`src/rtl/keypad_scanner.sv`:
```
// 4x4 keypad scanner: row sequencing, column synchronization, frame debounce,
// and one-shot acceptance of each debounced press for the wire-cutter control FSM.
module keypad_scanner #(
  parameter int unsigned FCLK            = 50000000,
  parameter int unsigned SCAN_HZ         = 1000,
  parameter int unsigned DEBOUNCE_FRAMES = 5
) (
  input  logic       clk,
  input  logic       reset_n,
  input  logic [3:0] col,
  output logic [3:0] row,
  output logic [3:0] key,
  output logic       onOff,
  output logic       delay
);

  localparam int unsigned ROW_DWELL = FCLK / SCAN_HZ;
  localparam int unsigned DW_W      = $clog2(ROW_DWELL);
  localparam int unsigned CNT_W     = $clog2(DEBOUNCE_FRAMES + 1);

  typedef enum logic {ST_IDLE, ST_PRESSED} state_t;

  logic [3:0]       r_col_s1, r_col_s2;
  logic [1:0]       r_idx;
  logic [DW_W-1:0]  r_dwell;
  logic [3:0]       r_row;
  logic             r_found;
  logic [3:0]       r_found_pos;
  logic [4:0]       r_cand;
  logic [CNT_W-1:0] r_cnt;
  state_t           r_state;
  logic [3:0]       r_key;
  logic             r_on_off;
  logic             r_delay;

  logic             w_last_dwell;
  logic [1:0]       w_idx_next;
  logic             w_row_hit;
  logic [1:0]       w_row_col;
  logic             w_frame_found;
  logic [3:0]       w_frame_pos;
  logic [4:0]       w_raw;
  logic             w_stable;

  assign row   = r_row;
  assign key   = r_key;
  assign onOff = r_on_off;
  assign delay = r_delay;

  // Position index {row, col} to operator key code.
  function automatic logic [3:0] key_code(input logic [3:0] pos);
    case (pos)
      4'd0:  key_code = 4'd1;
      4'd1:  key_code = 4'd2;
      4'd2:  key_code = 4'd3;
      4'd3:  key_code = 4'd10;
      4'd4:  key_code = 4'd4;
      4'd5:  key_code = 4'd5;
      4'd6:  key_code = 4'd6;
      4'd7:  key_code = 4'd11;
      4'd8:  key_code = 4'd7;
      4'd9:  key_code = 4'd8;
      4'd10: key_code = 4'd9;
      4'd11: key_code = 4'd12;
      4'd12: key_code = 4'd14;
      4'd13: key_code = 4'd0;
      4'd14: key_code = 4'd13;
      default: key_code = 4'd15;
    endcase
  endfunction

  assign w_last_dwell = (r_dwell == DW_W'(ROW_DWELL - 1));
  assign w_idx_next   = w_last_dwell ? r_idx + 2'd1 : r_idx;
  assign w_row_hit    = (r_col_s2 != 4'b1111);
  assign w_stable     = (r_cnt == CNT_W'(DEBOUNCE_FRAMES));

  // Lowest pressed column in the current row; earlier rows of the frame win.
  always_comb begin
    w_row_col = 2'd0;
    for (int i = 3; i >= 0; i--) begin
      if (!r_col_s2[i]) w_row_col = 2'(i);
    end
    if ((r_idx != 2'd0) && r_found) begin
      w_frame_found = 1'b1;
      w_frame_pos   = r_found_pos;
    end else begin
      w_frame_found = w_row_hit;
      w_frame_pos   = {r_idx, w_row_col};
    end
    w_raw = w_frame_found ? {1'b1, w_frame_pos} : 5'd0;
  end

  // Column synchronizer and row scan sequencer.
  always_ff @(posedge clk or negedge reset_n) begin
    if (!reset_n) begin
      r_col_s1 <= 4'b1111;
      r_col_s2 <= 4'b1111;
      r_dwell  <= '0;
      r_idx    <= 2'd0;
      r_row    <= 4'b1111;
    end else begin
      r_col_s1 <= col;
      r_col_s2 <= r_col_s1;
      r_dwell  <= w_last_dwell ? '0 : r_dwell + DW_W'(1);
      r_idx    <= w_idx_next;
      r_row    <= ~(4'b0001 << w_idx_next);
    end
  end

  // Per-frame result accumulation and frame-level debounce.
  always_ff @(posedge clk or negedge reset_n) begin
    if (!reset_n) begin
      r_found     <= 1'b0;
      r_found_pos <= 4'd0;
      r_cand      <= 5'd0;
      r_cnt       <= '0;
    end else if (w_last_dwell) begin
      r_found     <= w_frame_found;
      r_found_pos <= w_frame_pos;
      if (r_idx == 2'd3) begin
        if (w_raw == r_cand) begin
          if (!w_stable) r_cnt <= r_cnt + CNT_W'(1);
        end else begin
          r_cand <= w_raw;
          r_cnt  <= CNT_W'(1);
        end
      end
    end
  end

  // Acceptance: one delay pulse per press, release required before the next key.
  always_ff @(posedge clk or negedge reset_n) begin
    if (!reset_n) begin
      r_state  <= ST_IDLE;
      r_key    <= 4'd0;
      r_on_off <= 1'b0;
      r_delay  <= 1'b1;
    end else begin
      r_delay <= 1'b1;
      case (r_state)
        ST_IDLE: begin
          if (r_cand[4] && w_stable) begin
            r_key    <= key_code(r_cand[3:0]);
            r_on_off <= 1'b1;
            r_delay  <= 1'b0;
            r_state  <= ST_PRESSED;
          end
        end
        default: begin
          if (!r_cand[4] && w_stable) begin
            r_on_off <= 1'b0;
            r_state  <= ST_IDLE;
          end
        end
      endcase
    end
  end

endmodule
```
`config.mk`:
```
export PLATFORM = sky130hd
export DESIGN_NAME = keypad_scanner
export DESIGN_NICKNAME = d
export VERILOG_FILES = /design/src/rtl/keypad_scanner.sv
export SDC_FILE = /design/constraint.sdc
export NUM_CORES = 1
export LEC_CHECK = 0
export BUFFER_PORTS_ARGS = -buffer_cell sky130_fd_sc_hd__buf_2
export CAP_MARGIN = 20
export CORE_MARGIN = 5
export CORE_UTILIZATION = 40
export DETAILED_ROUTE_END_ITERATION = 16
export PLACE_DENSITY = 0.54
export SYNTH_ARGS = -nofsm -noshare
export SYNTH_HDL_FRONTEND = slang
export SYNTH_SLANG_ARGS = --single-unit
```
`constraint.sdc`:
```
create_clock -name clk -period 5.4 [get_ports clk]
set_input_delay 0.27 -clock clk [delete_from_list [all_inputs] [get_ports clk]]
set_output_delay 0.27 -clock clk [all_outputs]
set_load 0.01 [all_outputs]
```
==> qor.yml, run 1 <==
run_status:
  status: "completed"
worst_setup_path:
  cp_max_fo: 8
  slowest_delay_ns: 0.48
  end_kind: "flop"
  cp_data_arrival_time_ns: 2.62
  worstPathCellList: "inv_1, ha_1, nand2b_1, a41oi_2, xnor2_1, o2111ai_2, and2_4, mux2_4"
  rr_startpoint: "r_idx[0]"
  reg2regPathDepth: 8
  cp-start-kind: "flop"
  reg2reg_slack_ns: 2.96
  slowest_stage: "dfrtp_1"
  required_ns: 5.59
  crit_type: "flop to flop"
  r2r-end: "r_cand[4]"
power:
  vdd_ir_drop_max_mv: 0.156
  p_int_uw: 523
  clkPwrFrac_pct: 39.4
  powerDensity_mw_per_mm2: 250
  sw_frac_of_total_pct: 19.9
  comb_power_share_pct: 2.2
  p_leak_nw: 1.19
  pwr-share-seq_pct: 58.5
  total_power_uw: 653
  switching_power_uw: 130
cells_and_area:
  nNetsFinal: 250
  syn_to_final_growth_pct: 9.88
  drive_gt1_share_pct: 20.4
  num_antenna_cells: 0
cts:
  clock_path_buffers: 2
  ctsHoldBuffers: 0
  clk_pin_slew_ns: 0.09
  cts_resized: 0
  clock_sinks: 50
  cts-root-buf: "clkbuf_8"
  post_cts_buffers: 0
  cts_buffers: 5
  clk_latency_ns: 0.30
  htree_levels: 2
  cts_tree: "yes"
floorplan:
  start_util_pct: 40.7
  fp.dieArea_mm2: 0.00759
  pin_count: 16
  die_h_um: 87.1
  fp.dieW_um: 87.1
  core_mm2: 0.00585
  rows: 28
routing:
  totalWireLength_um: 3960
  dr.pass1.iters: 4
  ant_nets: 0
  via_per_inst: 4.81
  drtIter0Drc: 60
  via_count: 1491
  routedWlPerCell_um: 12.8
  drc: 0
yosys:
  synth_cell_types: 43
  synth_commonest_cells: "dfrtp_1, nand2_1, nor2_1"
  ys_seq_area_share_pct: 53.3
  syn_avg_cell_area_um2: 10.9
  syn-cell-area_mm2: 0.00238
  async_reset_ff_share_pct: 100
  synth_top_area_cell: "dfrtp_1"
  synth_most_common_cell: "dfrtp_1"
  synth_edf_count: 0
  synthFlopType: "dfrtp_1"
  synthCells: 218
  syn_nets: 234
  yosys_warnings: 0
  yosys_register_bits: 50
  netlist.area_leader.share_pct: 38.9
  synth_area_leaders: "dfrtp_1, dfstp_2, ha_1, xor2_1, nand2_1"
sta:
  fin_skew_ns: 0.00902
  maxSlewViolCount: 0
  slew_headroom_pct: 57.8
  fmax_mhz: 410
  tightest_slew_ns: 0.628
  totalNegativeSetupSlack_ns: 0
  grt_setup_unrepaired: "no"
  finalHoldViolCount: 0
  setup_violations: 0
  period_minus_slack_ns: 2.44
  finalCritPeriodShare_pct: 45.1
grt:
  grt_use_met2_pct: 16.8
  busiest_layer: "met2"
  met3_usage_pct: 3.12
  antenna_found_initial: 0
  grt_max_degree: 51
  track_usage_pct: 11.4
  grt_pass1_vias: 1461
  overflow: 0
  grt_first_pass_wirelength_um: 6890
  grt_util_met1_pct: 16.2
place:
  place.gp.congestion: 0.752
  portBuffers: 15
  dp_hpwl_um: 2740
hold_path:
  min_path_type: "input pin to asynchronous set/reset pin"
run:
  drv_cap: 0
## per-layer routing
metal | wire length, um | part of all wire, %
met4 | 29 | 0.73
met2 | 1740 | 44
met3 | 122 | 3.1
met1 | 2070 | 52
met5 | 0 | 0
## through the flow
| step | utilization (%) | hold WS, ns | cells | cell area (um^2) | setup slack, ns |
|---|---|---|---|---|---|
| 3_5_place_dp | 42.9 | 0.347 | 302 | 2510 | 2.97 |
| 6_report | 44.7 | 0.0528 | 310 | 2620 | 2.96 |
| 2_1_floorplan | - | -0.0256 | 218 | 2380 | 3.16 |
| 4_1_cts | 44.7 | 0.0531 | 310 | 2620 | 2.96 |
| 5_1_grt | 44.7 | 0.0452 | 310 | 2620 | 2.83 |
| 3_3_place_gp | 42.9 | 0.346 | 302 | 2510 | 2.99 |
## cells in the final DEF (no fill, tap or decap), types with 4 or more instances in the layout
cell type	Yosys	routed
and3_1	5	5
ha_1	10	10
xor2_1	10	10
xnor2_1	6	6
a21oi_1	8	8
nand2_1	22	22
nor2_1	18	18
nand3_1	12	12
buf_2	2	15
mux2i_1	6	6
mux2_2	5	5
a31oi_1	4	4
clkbuf_8	0	5
dfstp_2	13	13
inv_1	14	14
dfrtp_1	37	37
o21ai_0	9	9
## worst max-delay path by stage
| stage | slack, ns | startpoint | endpoint |
|---|---|---|---|
| 3_5_place_dp | 2.97 | r_idx[0] | r_cand[4] |
| 6_report | 2.96 | r_idx[0] | r_cand[4] |
| 5_1_grt | 2.83 | r_idx[0] | r_cand[4] |
| 2_1_floorplan | 3.16 | r_idx[0] | r_cand[4] |
| 4_1_cts | 2.96 | r_idx[0] | r_cand[4] |
| 3_3_place_gp | 2.99 | r_idx[0] | r_cand[4] |
## critical path, delay by kind of cell (launching register included)
| kind | cells | cell delay, ns |
|---|---|---|
| adders and majority gates | 1 | 0.28 |
| AOI/OAI and AO/OA | 2 | 0.49 |
| xor gates and xnor gates | 1 | 0.16 |
| muxes | 1 | 0.29 |
| DFF | 1 | 0.48 |
| buffers and inverters | 1 | 0.07 |
| and+or+nand+nor | 2 | 0.56 |
## area by class of cell
type / instances / area (um^2)
clock buffers: 7 / 76.3
multi-input cells: 147 / 1010
inverters: 14 / 52.6
flip-flops and latches: 50 / 1270
repair buffers: 16 / 82.6
clock inverters: 1 / 30.0
well taps: 75 / 93.8
fillers: 567 / 3240
## cells by family after synthesis
family	count (synthesis)	share of synthesized area (%)
AOI/OAI and AO/OA	31	8.62
xor gates and xnor gates	16	5.89
adders and majority gates	10	5.26
buffers and inverters	21	4.21
DFF	50	53.3
muxes	12	5.52
and+or+nand+nor	78	17.2
## flip-flops by register name, indices dropped and copies added, names as in the netlist, named ones only
name	cells
r_cand	5
onOff	1
r_idx	2
delay	1
r_cnt	3
r_found	1
r_found_pos	4
r_col_s2	4
row	4
key	4
r_col_s1	4
r_dwell	16
## power groups by stage
stage	sequential [mW]	combinational [mW]	clock, mW
finish	0.382	0.0141	0.257
global route	0.382	0.0172	0.282
floorplan	0.388	0.00430	0
detailed placement	0.389	0.0150	0
CTS	0.382	0.0150	0.266
global placement	0.389	0.0151	0
(Power assumes the default switching activity.)
==> run 2: changes to the inputs <==
- clock period: 5.4 -> 2.26 ns (I/O delays scaled with it)
==> qor.yml, run 2 (same netlist as run 1, synthesis figures left out) <==
run_status:
  status: "completed"
place:
  place.gp.congestion: 0.769  # +2.3%
  portBuffers: 15  # unchanged
  dp_hpwl_um: 2890  # +5.5%
cts:
  clock_path_buffers: 2  # unchanged
  clock_sinks: 50  # unchanged
  cts_buffers: 5  # unchanged
  cts_tree: "yes"
  clk_latency_ns: 0.31  # about the same
  htree_levels: 2  # unchanged
  clk_pin_slew_ns: 0.10  # about the same
  cts-root-buf: "clkbuf_8"
  post_cts_buffers: 0  # unchanged
floorplan:
  rows: 28  # unchanged
  core_mm2: 0.00585  # unchanged
  fp.dieW_um: 87.1  # unchanged
  die_h_um: 87.1  # unchanged
  start_util_pct: 40.7  # unchanged
  pin_count: 16  # unchanged
  fp.dieArea_mm2: 0.00759  # unchanged
run:
  drv_cap: 0  # unchanged
routing:
  routedWlPerCell_um: 12.8  # -0.11%
  drtIter0Drc: 99  # +65%
  totalWireLength_um: 4100  # +3.4%
  drc: 0  # unchanged
  via_count: 1572  # +5.4%
  via_per_inst: 4.90  # +1.8%
  ant_nets: 0  # unchanged
  dr.pass1.iters: 5  # +1
cells_and_area:
  nNetsFinal: 261  # +4.4%
  most-common-layout-cells: "dfrtp_1, nand2_1, nor2_1"
  drive_gt1_share_pct: 22.8  # +2.3 points
  largestRegisters: "r_dwell (16), r_cand (5)"
  final_common_cell: "dfrtp_1"
  num_antenna_cells: 0  # unchanged
  largest_reg_flops: 16  # unchanged
  syn_to_final_growth_pct: 13.2
  top_register: "r_dwell"
sta:
  fmax_mhz: 474  # +16%
  totalNegativeSetupSlack_ns: 0  # unchanged
  fin_skew_ns: 0.00882  # -0.000201 ns
  maxSlewViolCount: 0  # unchanged
  period_minus_slack_ns: 2.11  # -0.328 ns
  tightest_slew_ns: 0.611  # -0.0169 ns
  grt_setup_unrepaired: "no"
  slew_headroom_pct: 59.3  # +1.5 points
  finalCritPeriodShare_pct: 93.4  # +48 points
  finalHoldViolCount: 0  # unchanged
  setup_violations: 0  # unchanged
grt:
  antenna_found_initial: 0  # unchanged
  grt_max_degree: 51  # unchanged
  overflow: 0  # unchanged
  grt_first_pass_wirelength_um: 7430  # +7.8%
  grt_pass1_vias: 1627  # +11%
  track_usage_pct: 12.6  # +1.2 points
hold_path:
  worstHoldStart: "r_col_s1[2]"
  min_path_type: "flop to flop"
power:
  vdd_ir_drop_max_mv: 0.279  # +79%
  total_power_mw: 1.47  # +130%
  p_leak_nw: 1.23  # +3.2%
  powerDensity_mw_per_mm2: 548  # +120%
worst_setup_path:
  required_ns: 2.45  # -3.14 ns
  crit_start: "r_idx[0]"
  worstPathCellList: "inv_1, ha_1, nor2b_4, a211o_1, and3_1, o2111ai_2, and2_4, mux2_4"
  path_delay_family: "simple AND/OR/NAND/NOR gates"
  cp_data_arrival_time_ns: 2.30  # -0.32 ns
  end_kind: "flop"
  slowest_delay_ns: 0.39  # -0.09 ns
  crit_type: "flop to flop"
  rr_startpoint: "r_idx[0]"
  cp_max_fo: 6  # -2
  slowest_stage: "dfrtp_1"
  cp-start-kind: "flop"
  path_buf_inv: 1  # unchanged
run 2: cell count changes in the layout (fill, tap and decap cells not counted):
cell           before  now
buf_4               1    7
dlygate4sd3_1       0    5
clkinvlp_4          0    2
bufinv_16           1    0
clkbuf_1            2    1
nand2b_1            3    2
nand2b_2            0    1
o21ai_0             9    8
o21ai_1             1    2
run 2: area by class of cell:
| class | count | area [um^2] |
|---|---|---|
| clock buffers | 6 | 72.6 |
| clock inverters | 2 | 15.0 |
| fillers | 543 | 3160 |
| inverters | 14 | 52.6 |
| multi-input cells | 147 | 1010 |
| flip-flops and latches | 50 | 1270 |
| well taps | 75 | 93.8 |
| repair buffers | 27 | 178 |
run 2: routing by layer:
metal / track usage (%) / vias to the layer above / part of all wire (%)
li1: - / 796 / -
met1: 16.1 / 750 / 49
met2: 20.3 / 19 / 46
met3: 2.65 / 7 / 3.3
met4: 6.28 / 0 / 2.2
met5: 0 / - / 0
run 2: report_power, final:
| group | internal, mW | leakage (nW) | switching (mW) |
|---|---|---|---|
| Sequential | 0.908 | 0.639 | 0.00458 |
| Combinational | 0.0158 | 0.555 | 0.0249 |
| Clock | 0.219 | 0.0374 | 0.304 |
run 2: final timing paths:
path / endpoint / slack, ns / depth (start not counted)
setup reg to reg: r_cand[4] / 0.15 / 8
max in group asynchronous: r_dwell[10] / 1.42 / 3
min in group asynchronous: key[1] / 0.43 / 3
hold / removal: r_col_s2[2] / 0.36 / 0
setup / recovery: r_cand[4] / 0.15 / 8
hold reg to reg: r_col_s2[2] / 0.36 / 0
run 2: timing repair:
item / CTS / global route
resized for setup: 0 / 2
endpoints found under the hold margin: 41 / 0
setup endpoints to repair: 0 / 3
hold buffers: 5 / 0
run 2: per-stage QoR:
step           utilization [%]  hold slack [ns]  instance area, um^2  worst slack [ns]  instances
2_1_floorplan                -           -0.183                 2380            0.0223        218
3_3_place_gp              43.6            0.220                 2550             0.189        308
3_5_place_dp              43.6            0.220                 2550             0.105        308
4_1_cts                   46.0            0.360                 2690            0.0899        321
5_1_grt                   46.0            0.369                 2690            0.0403        321
6_report                  46.0            0.360                 2690             0.150        321
